### config.mk
export PLATFORM = sky130hd
export DESIGN_NAME = mv_load_ctrl
export DESIGN_NICKNAME = d
export VERILOG_FILES = /design/src/rtl/mv_load_ctrl.sv
export SDC_FILE = /design/constraint.sdc
export NUM_CORES = 1
export LEC_CHECK = 0
export CAP_MARGIN = 40
export CORE_ASPECT_RATIO = 1.1
export CORE_MARGIN = 4
export CORE_UTILIZATION = 42
export DETAILED_ROUTE_END_ITERATION = 10
export HOLD_SLACK_MARGIN = 0.03
export PLACE_DENSITY_LB_ADDON = 0.25
export SLEW_MARGIN = 20
export SYNTH_ARGS = -nofsm -noshare
export SYNTH_HDL_FRONTEND = slang
export SYNTH_SLANG_ARGS = --single-unit
export TNS_END_PERCENT = 50
### constraint.sdc
create_clock -name CLK -period 1.9 [get_ports CLK]
set_input_delay 0.57 -clock CLK [delete_from_list [all_inputs] [get_ports CLK]]
set_output_delay 0.57 -clock CLK [all_outputs]
set_load 0.05 [all_outputs]
### src/rtl/mv_load_ctrl.sv
// Sequencer loading one (uni) or two (bi) MV words into the MV0/MV1 registers, then starting or bypassing the filter.
// Optional watchdog on the filter wait: define MV_WDOG_EN.
module mv_load_ctrl #(
    parameter int MV_W           = 8,
    parameter int CNT_W          = 16,
    parameter int TIMEOUT_CYCLES = 255
) (
    input  logic             CLK,
    input  logic             RST_SYNC,
    input  logic             MV_VALID,
    input  logic             MV_BI,
    input  logic [MV_W-1:0]  MV_IN,
    output logic             MV_READY,
    output logic             WE_MV_0,
    output logic             WE_MV_1,
    output logic [MV_W-1:0]  MV_OUT,
    output logic [1:0]       FRAC_H,
    output logic [1:0]       FRAC_V,
    output logic             INTERP_START,
    input  logic             INTERP_DONE,
    output logic             BYPASS,
    output logic             BUSY,
    output logic             BLK_DONE,
    output logic [CNT_W-1:0] BLK_CNT,
    output logic             ERR
);

    typedef enum logic [2:0] {
        S_IDLE,
        S_WR0,
        S_GET1,
        S_WR1,
        S_START,
        S_WAIT,
        S_FIN
    } state_t;

    if (TIMEOUT_CYCLES < 1) begin : g_bad_timeout
        $error("mv_load_ctrl: TIMEOUT_CYCLES must be at least 1");
    end

    state_t            r_state;
    logic              r_bi;
    logic [MV_W-1:0]   r_mv;
    logic [1:0]        r_fh;
    logic [1:0]        r_fv;
    logic              r_frac1_zero;
    logic              r_we0;
    logic              r_we1;
    logic              r_start;
    logic              r_bypass;
    logic              r_blk_done;
    logic [CNT_W-1:0]  r_cnt;
    logic              r_err;

    logic              w_accept;
    logic              w_in_frac_zero;
    logic              w_full_pel;

`ifdef MV_WDOG_EN
    localparam int WD_W = $clog2(TIMEOUT_CYCLES + 1);
    logic [WD_W-1:0]   r_wd;
`endif

    assign MV_READY = !RST_SYNC && ((r_state == S_IDLE) || (r_state == S_GET1));
    assign BUSY     = (r_state != S_IDLE);
    assign w_accept = MV_VALID && MV_READY;

    assign w_in_frac_zero = (MV_IN[MV_W/2+1:MV_W/2] == 2'b00) && (MV_IN[1:0] == 2'b00);
    // MV1 fractions only matter for bi blocks; a stale flag from an earlier block is masked.
    assign w_full_pel = (r_fh == 2'b00) && (r_fv == 2'b00) && (!r_bi || r_frac1_zero);

    assign WE_MV_0      = r_we0;
    assign WE_MV_1      = r_we1;
    assign MV_OUT       = r_mv;
    assign FRAC_H       = r_fh;
    assign FRAC_V       = r_fv;
    assign INTERP_START = r_start;
    assign BYPASS       = r_bypass;
    assign BLK_DONE     = r_blk_done;
    assign BLK_CNT      = r_cnt;
    assign ERR          = r_err;

    always_ff @(posedge CLK) begin
        if (RST_SYNC) begin
            r_state      <= S_IDLE;
            r_bi         <= 1'b0;
            r_mv         <= '0;
            r_fh         <= '0;
            r_fv         <= '0;
            r_frac1_zero <= 1'b0;
            r_we0        <= 1'b0;
            r_we1        <= 1'b0;
            r_start      <= 1'b0;
            r_bypass     <= 1'b0;
            r_blk_done   <= 1'b0;
            r_cnt        <= '0;
            r_err        <= 1'b0;
`ifdef MV_WDOG_EN
            r_wd         <= '0;
`endif
        end else begin
            r_we0      <= 1'b0;
            r_we1      <= 1'b0;
            r_start    <= 1'b0;
            r_bypass   <= 1'b0;
            r_blk_done <= 1'b0;
            case (r_state)
                S_IDLE: begin
                    if (w_accept) begin
                        r_mv    <= MV_IN;
                        r_bi    <= MV_BI;
                        r_fh    <= MV_IN[MV_W/2+1:MV_W/2];
                        r_fv    <= MV_IN[1:0];
                        r_we0   <= 1'b1;
                        r_state <= S_WR0;
                    end
                end
                S_WR0: begin
                    if (r_bi) begin
                        r_state <= S_GET1;
                    end else begin
                        r_start  <= !w_full_pel;
                        r_bypass <= w_full_pel;
                        r_state  <= S_START;
                    end
                end
                S_GET1: begin
                    if (w_accept) begin
                        r_mv         <= MV_IN;
                        r_frac1_zero <= w_in_frac_zero;
                        r_we1        <= 1'b1;
                        r_state      <= S_WR1;
                    end
                end
                S_WR1: begin
                    r_start  <= !w_full_pel;
                    r_bypass <= w_full_pel;
                    r_state  <= S_START;
                end
                S_START: begin
                    if (r_bypass) begin
                        r_blk_done <= 1'b1;
                        r_cnt      <= r_cnt + 1'b1;
                        r_state    <= S_FIN;
                    end else begin
`ifdef MV_WDOG_EN
                        r_wd    <= '0;
`endif
                        r_state <= S_WAIT;
                    end
                end
                S_WAIT: begin
                    if (INTERP_DONE) begin
                        r_blk_done <= 1'b1;
                        r_cnt      <= r_cnt + 1'b1;
                        r_state    <= S_FIN;
                    end
`ifdef MV_WDOG_EN
                    else if (r_wd == WD_W'(TIMEOUT_CYCLES - 1)) begin
                        // Aborted block: report completion but leave the count alone.
                        r_err      <= 1'b1;
                        r_blk_done <= 1'b1;
                        r_state    <= S_FIN;
                    end else begin
                        r_wd <= r_wd + 1'b1;
                    end
`endif
                end
                S_FIN: begin
                    r_state <= S_IDLE;
                end
                default: begin
                    r_state <= S_IDLE;
                end
            endcase
        end
    end

endmodule
==> flow_summary.toml, run 1 <==
[outcome]
status = "complete, no violations"

[power]
ir_drop_uv = 526
power_density_mw_per_mm2 = 770
p_leak_nw = 0.926

[placed_design]
placed_area_sq_mm = 0.00228
hpwl_microns = 3020
io_buffers = 47
gp_congestion = 0.862

[cts]
cts_num_sinks = 38
cts_hold_buf = 0
cts_tree = "built"
clkLatencyLatePin_ps = 290
clk_pin_slew_ps = 70
htree_levels = 2
clockBufferDepth = 2
cts_root_buf = "clkbuf_8"
numCtsBuffers = 5

[global_route]
grt_max_degree = 23
antenna_found_initial = 0
grt_busiest_layer = "met2"
gr-usage-all-layers_pct = 16.7
overflow = 0
met3_usage_pct = 5.96
met1_usage_pct = 19.1
grt_pass1_vias = 1384
grt_pass1_wl_microns = 6290
use_met2_pct = 28.1

[setup_path]
reg2reg_slack_ps = 180
critPathMaxFanout = 8
worstRegToRegCells = 4
worstSetupStartpointType = "flip-flop"
critPathCaptureType = "output pin"
worstReg2RegStart = "r_state[1]"
crit_type = "flip-flop to output pin"
r2r-end = "BLK_CNT[15]"
cp.required_ps = 1330
cp.arrival_ps = 1300

[route]
dr.first_iter.drc_count = 123
antenna_left = 0
dr.pass1.iters = 4
routed_wl_microns = 3940
wl_per_cell_microns = 13.2
routed_via_density = 5.01
num_vias = 1499
drc = 0

[yosys]
netlist_area_sq_mm = 0.00164
postSynthNetCount = 201
synth_seq_cells = 38
synth_seq_area_share_pct = 46.3
syn_inst = 187
synth.largest_area_cell = "dfxtp_1"
synth.distinct_cells = 38
synth_top_area_share_pct = 46.3
avgSynthCellArea_sq_um = 8.79
synth_area_leaders = "dfxtp_1 46%, nor2_1 5.0%, mux2i_1 4.9%, nand2b_1 4.2%, nand2_1 3.9%"
ys_warn_count = 0

[run]
maxCapViolCount = 0

[min_path]
worstHoldStart = "MV_OUT[3]"
hp-class = "flip-flop to flip-flop"
min_path_cells = 2
hold-path-endpoint = "MV_OUT[3]"

[floorplan]
fp-row-count = 23
io_pins = 49
die_x_microns = 67.7
start_util_pct = 44.3
core_area_sq_mm = 0.00371
die-height_microns = 73.6
die_area_sq_mm = 0.00498

[finish]
fin_util_pct = 64.4
num_antenna_cells = 0
fill_cells = 330
drive_gt1_share_pct = 30.5
finalInstanceArea_sq_mm = 0.00239
area_growth_pct = 45.4
num-nets-final = 262
final_cell_mix = "44 x buf_4, 30 x dfxtp_1, 22 x nor2_1, 17 x nand2_1, 11 x nand2b_1"
layout_commonest_cell = "buf_4"

[timing]
hold_viol = 0
fmaxAchievable_mhz = 536
rsz0062_at_grt = "false"
period_minus_slack_ps = 1870
setup_viol_count_final = 0
finalCritPeriodShare_pct = 98.2
slew_viol_final = 0
skew_ps = 5.23
[cells in the mapped netlist (all sizes together)]
master and n:
a21oi 10, a31o 1, a31oi 1, and2 2
and4 2, buf 5, clkbuf 5, conb 1
dfxtp 38, ha 1, inv 7, mux2 1
mux2i 8, nand2 17, nand2b 11, nand3 6
nand3b 1, nand4 2, nand4b 2, nor2 22
nor2b 2, nor3 4, nor3b 1, nor4 6
nor4b 3, o21ai 10, o31ai 3, o41ai 2
or3 1, or4 2, or4b 2, xnor2 7
xor2 1
[report_power, final]
part	leakage (nW)	total [mW]	switching, mW	internal, mW
clock network	0.0482	0.574	0.281	0.293
logic	0.565	0.413	0.244	0.169
registers	0.313	0.854	0.0231	0.831
[cell families (layout without fill, tap and decap cells)]
family,count (synthesis),after routing,synth area share [%]
adders and majority gates,1,1,0.761
DFF,38,38,46.3
other,1,1,0.228
xor gates and xnor gates,8,8,4.26
and+or+nand+nor,86,86,28.8
buffers and inverters,17,79,4.64
AOI/OAI and AO/OA,27,27,9.44
muxes,9,9,5.56
[what timing repair did]
action / CTS / global route
endpoints found under the setup margin: 4 / 5
gates resized for setup: 4 / 3
pin swaps: 1 / 1
buffers inserted: 0 / 0
[routing by layer]
metal / up-vias / wire [microns]
met3: 5 / 255
li1: 770 / -
met5: - / 0
met4: 0 / 58
met1: 684 / 1670
met2: 40 / 1960
[state kept, by name, summed over array words and instances, names as in the netlist]
name	cells
r_state	3
BLK_CNT	16
r_bi	1
MV_OUT	8
INTERP_START	1
r_frac1_zero	1
FRAC_H	2
FRAC_V	2
WE_MV_1	1
BLK_DONE	1
WE_MV_0	1
BYPASS	1
[critical path, cell delays in order, from the launching register on]
cell and delay, ps:
dfxtp_1 330, buf_4 170, or3_4 340, buf_12 160
[area by class of cell]
cell class / instances / area [sq um] / share of cell area [%]
Clock buffer: 7 / 86.3 / 3.61
Clock inverter: 1 / 5.00 / 0.209
Inverter: 7 / 26.3 / 1.10
Multi-Input combinational cell: 132 / 835 / 34.9
Sequential cell: 38 / 773 / 32.3
Tap cell: 50 / 62.6 / 2.62
Timing Repair Buffer: 64 / 603 / 25.2
[metrics by stage]
| stage | total power, mW | cells | hold slack (ps) | setup TNS, ps | setup WS (ps) |
|---|---|---|---|---|---|
| after detailed placement | 1.28 | 291 | 471 | -4080 | -504 |
| final | 1.84 | 299 | 476 | 0 | 33.3 |
| after global routing | 1.91 | 299 | 500 | 0 | 1.73 |
| after CTS | 1.85 | 299 | 483 | -237 | -185 |
| after global placement | 1.28 | 291 | 462 | -3590 | -471 |
| after floorplan | 1.12 | 187 | 455 | -16.0 | -16.0 |
[how the worst max path moves through the flow]
stage                startpoint           to  cells after the start
CTS                 INTERP_DONE  BLK_CNT[15]                      5
floorplan              RST_SYNC     MV_READY                      3
finish               r_state[0]         BUSY                      3
global placement    INTERP_DONE  BLK_CNT[15]                      5
detailed placement  INTERP_DONE  BLK_CNT[15]                      5
global route         r_state[1]         BUSY                      3
Power figures use the tool's default switching activity.
==> run 2: changes to the inputs <==
Settings changed: ABC_AREA set to 1, CAP_MARGIN 40 to 20.
==> run 2 against run 1 <==
- first-iteration DRC count down 20%
- hold slack worse by 12 ps
- sequential power about the same
- cell area down 2.6%
- total power up 1.3%
- synthesized area up 4.6%
- utilization down 5.7 points
- final cell count up 19%
- register-to-register slack better by 300 ps
- combinational power down 13%
- clock skew down 2.4 ps
- critical path type unchanged
- largest cell class unchanged
- highest routed layer unchanged
==> flow_summary.toml, run 2 <==
[route]
wl_met1_microns = 1600
wl_met2_microns = 1910
dr_wl_met3_microns = 300
num_vias = 1686
dr.pass1.iters = 4
dr.first_iter.drc_count = 99
wl_per_cell_microns = 10.9
drc = 0
top_layer = "met4"
routed_via_density = 4.74
antenna_left = 0
routed_wl_microns = 3880

[finish]
drive_gt1_share_pct = 21.7
fin_util_pct = 58.7
layout_commonest_cell = "nand2_1"
num_antenna_cells = 0
final_cell_mix = "58 x nand2_1, 43 x buf_4, 38 x dfxtp_1, 34 x nor2_1, 32 x inv_1"
area_growth_pct = 35.4
num-nets-final = 317
largest_reg_flops = 16

[timing]
fin_setup_tns_ps = 0
slew_viol_final = 0
finalCritPeriodShare_pct = 94.8
hold_viol = 0
setup_viol_count_final = 0
skew_ps = 2.81
fmaxAchievable_mhz = 555
period_minus_slack_ps = 1800
rsz0062_at_grt = "false"

[yosys]
netlist_area_sq_mm = 0.00172
postSynthNetCount = 261
synthFlopType = "dfxtp_1"
synthTopCellsByCount = "58 x nand2_1, 38 x dfxtp_1, 35 x nor2_1"
synth_edf_count = 0
syn_inst = 247
synth_area_leaders = "dfxtp_1 44%, nand2_1 13%, nor2_1 7.6%, inv_1 7.2%, a21oi_1 4.9%"
synth_top_area_share_pct = 44.3
post-synth-top-count-cell = "nand2_1"
async_reset_ff_share_pct = 0
avgSynthCellArea_sq_um = 6.96
synth_seq_cells = 38
synth.largest_area_cell = "dfxtp_1"
ys_warn_count = 0
synth.distinct_cells = 26
synth_seq_area_share_pct = 44.3

[setup_path]
critPathCaptureType = "output pin"
cp.required_ps = 1330
endpoint = "MV_READY"
critPathMaxFanout = 8
crit_type = "flip-flop to output pin"
worstReg2RegStart = "BLK_CNT[0]"
worstSetupStartpoint = "r_state[0]"
cp.arrival_ps = 1230
reg2reg_slack_ps = 480
worstRegToRegCells = 8
worstSetupStartpointType = "flip-flop"
r2r-end = "BLK_CNT[12]"

[floorplan]
fp-row-count = 24
core_area_sq_mm = 0.00396
io_pins = 49
die_area_sq_mm = 0.00518
start_util_pct = 43.4
die_x_microns = 69
die-height_microns = 75.1

[cts]
numCtsBuffers = 5
clk_pin_slew_ps = 70
cts_tree = "built"
cts_root_buf = "clkbuf_8"
clkLatencyLatePin_ps = 290
htree_levels = 2
cts_hold_buf = 0
clockBufferDepth = 2
cts_num_sinks = 38

[placed_design]
io_buffers = 47
gp_congestion = 0.797
hpwl_microns = 2980

[power]
p_comb_share_pct = 19.3
intPower_mw = 1.32
swShare_pct = 29.0
ir_drop_uv = 448
sequentialPowerShare_pct = 45.9
p_leak_nw = 1.04
power_density_mw_per_mm2 = 801
p_sw_mw = 0.540
p_clk_share_pct = 34.8

[global_route]
grt_pass1_vias = 1534
grt_pass1_wl_microns = 6670
antenna_found_initial = 0
gr-usage-all-layers_pct = 16.2
grt_max_degree = 18
overflow = 0

[min_path]
hp-class = "flip-flop to flip-flop"
min_path_cells = 2

[run]
maxCapViolCount = 0

[outcome]
status = "complete, no violations"
==> run 2: how the worst min path moves through the flow <==
stage / end / startpoint / slack, ps
global route: MV_OUT[6] / MV_OUT[6] / 500
floorplan: r_bi / r_bi / 470
finish: MV_OUT[6] / MV_OUT[6] / 460
CTS: MV_OUT[6] / MV_OUT[6] / 470
detailed placement: MV_OUT[6] / MV_OUT[6] / 460
global placement: MV_OUT[6] / MV_OUT[6] / 450
==> run 2: area by class of cell <==
cell class | count | area [sq um]
sequential | 38 | 761
multi-input combinational | 165 | 776
inverter | 36 | 135
tap | 52 | 65.1
fill | 415 | 1640
timing repair buffer | 57 | 482
clock buffer | 8 | 110
==> run 2: worst max-delay path: stages, from the launching register on <==
cell and delay [ps]:
dfxtp_1 520, inv_1 70, nand2_1 130, nor2_2 70
buf_12 150
==> run 2: logic make-up (layout without fill, tap and decap cells) <==
group	Yosys count	after routing	synth area share [%]
AO/OA/AOI/OAI	32	32	9.53
XOR/XNOR	1	1	0.510
adder cells (fa/ha/maj)	1	1	0.728
buffers and inverters	44	101	10.8
flip-flops	38	38	44.3
other	1	1	0.218
AND/OR/NAND/NOR	130	130	34.0
==> run 2: timing repair <==
item / CTS / global route
endpoints found under the hold margin: 0 / 0
gates resized for setup: 1 / 1
setup buffers: 0 / 0
pin swaps: 1 / 0
endpoints found under the setup margin: 1 / 1
==> run 2: layer usage <==
| layer | up-vias | track usage, % |
|---|---|---|
| li1 | 888 | - |
| met1 | 742 | 17.2 |
| met2 | 50 | 28.6 |
| met3 | 6 | 6.28 |
| met4 | 0 | 7.81 |
| met5 | - | 0 |
==> run 2: power by group through the flow <==
stage | Sequential [mW] | Clock (mW) | Combinational (mW)
after floorplan | 0.961 | 0 | 0.141
after global placement | 0.874 | 0 | 0.360
after detailed placement | 0.874 | 0 | 0.362
after CTS | 0.856 | 0.673 | 0.363
after global routing | 0.860 | 0.710 | 0.388
final | 0.857 | 0.649 | 0.359
==> run 2: stage by stage <==
step	std cells	area (sq um)	hold slack (ps)	worst slack [ps]	power, mW
finish	356	2330	464	98.2	1.86
floorplan	247	1720	470	117	1.10
global route	356	2330	498	17.1	1.96
global placement	348	2220	452	-87.2	1.23
detailed placement	348	2220	457	-87.1	1.24
CTS	356	2330	468	60.4	1.89
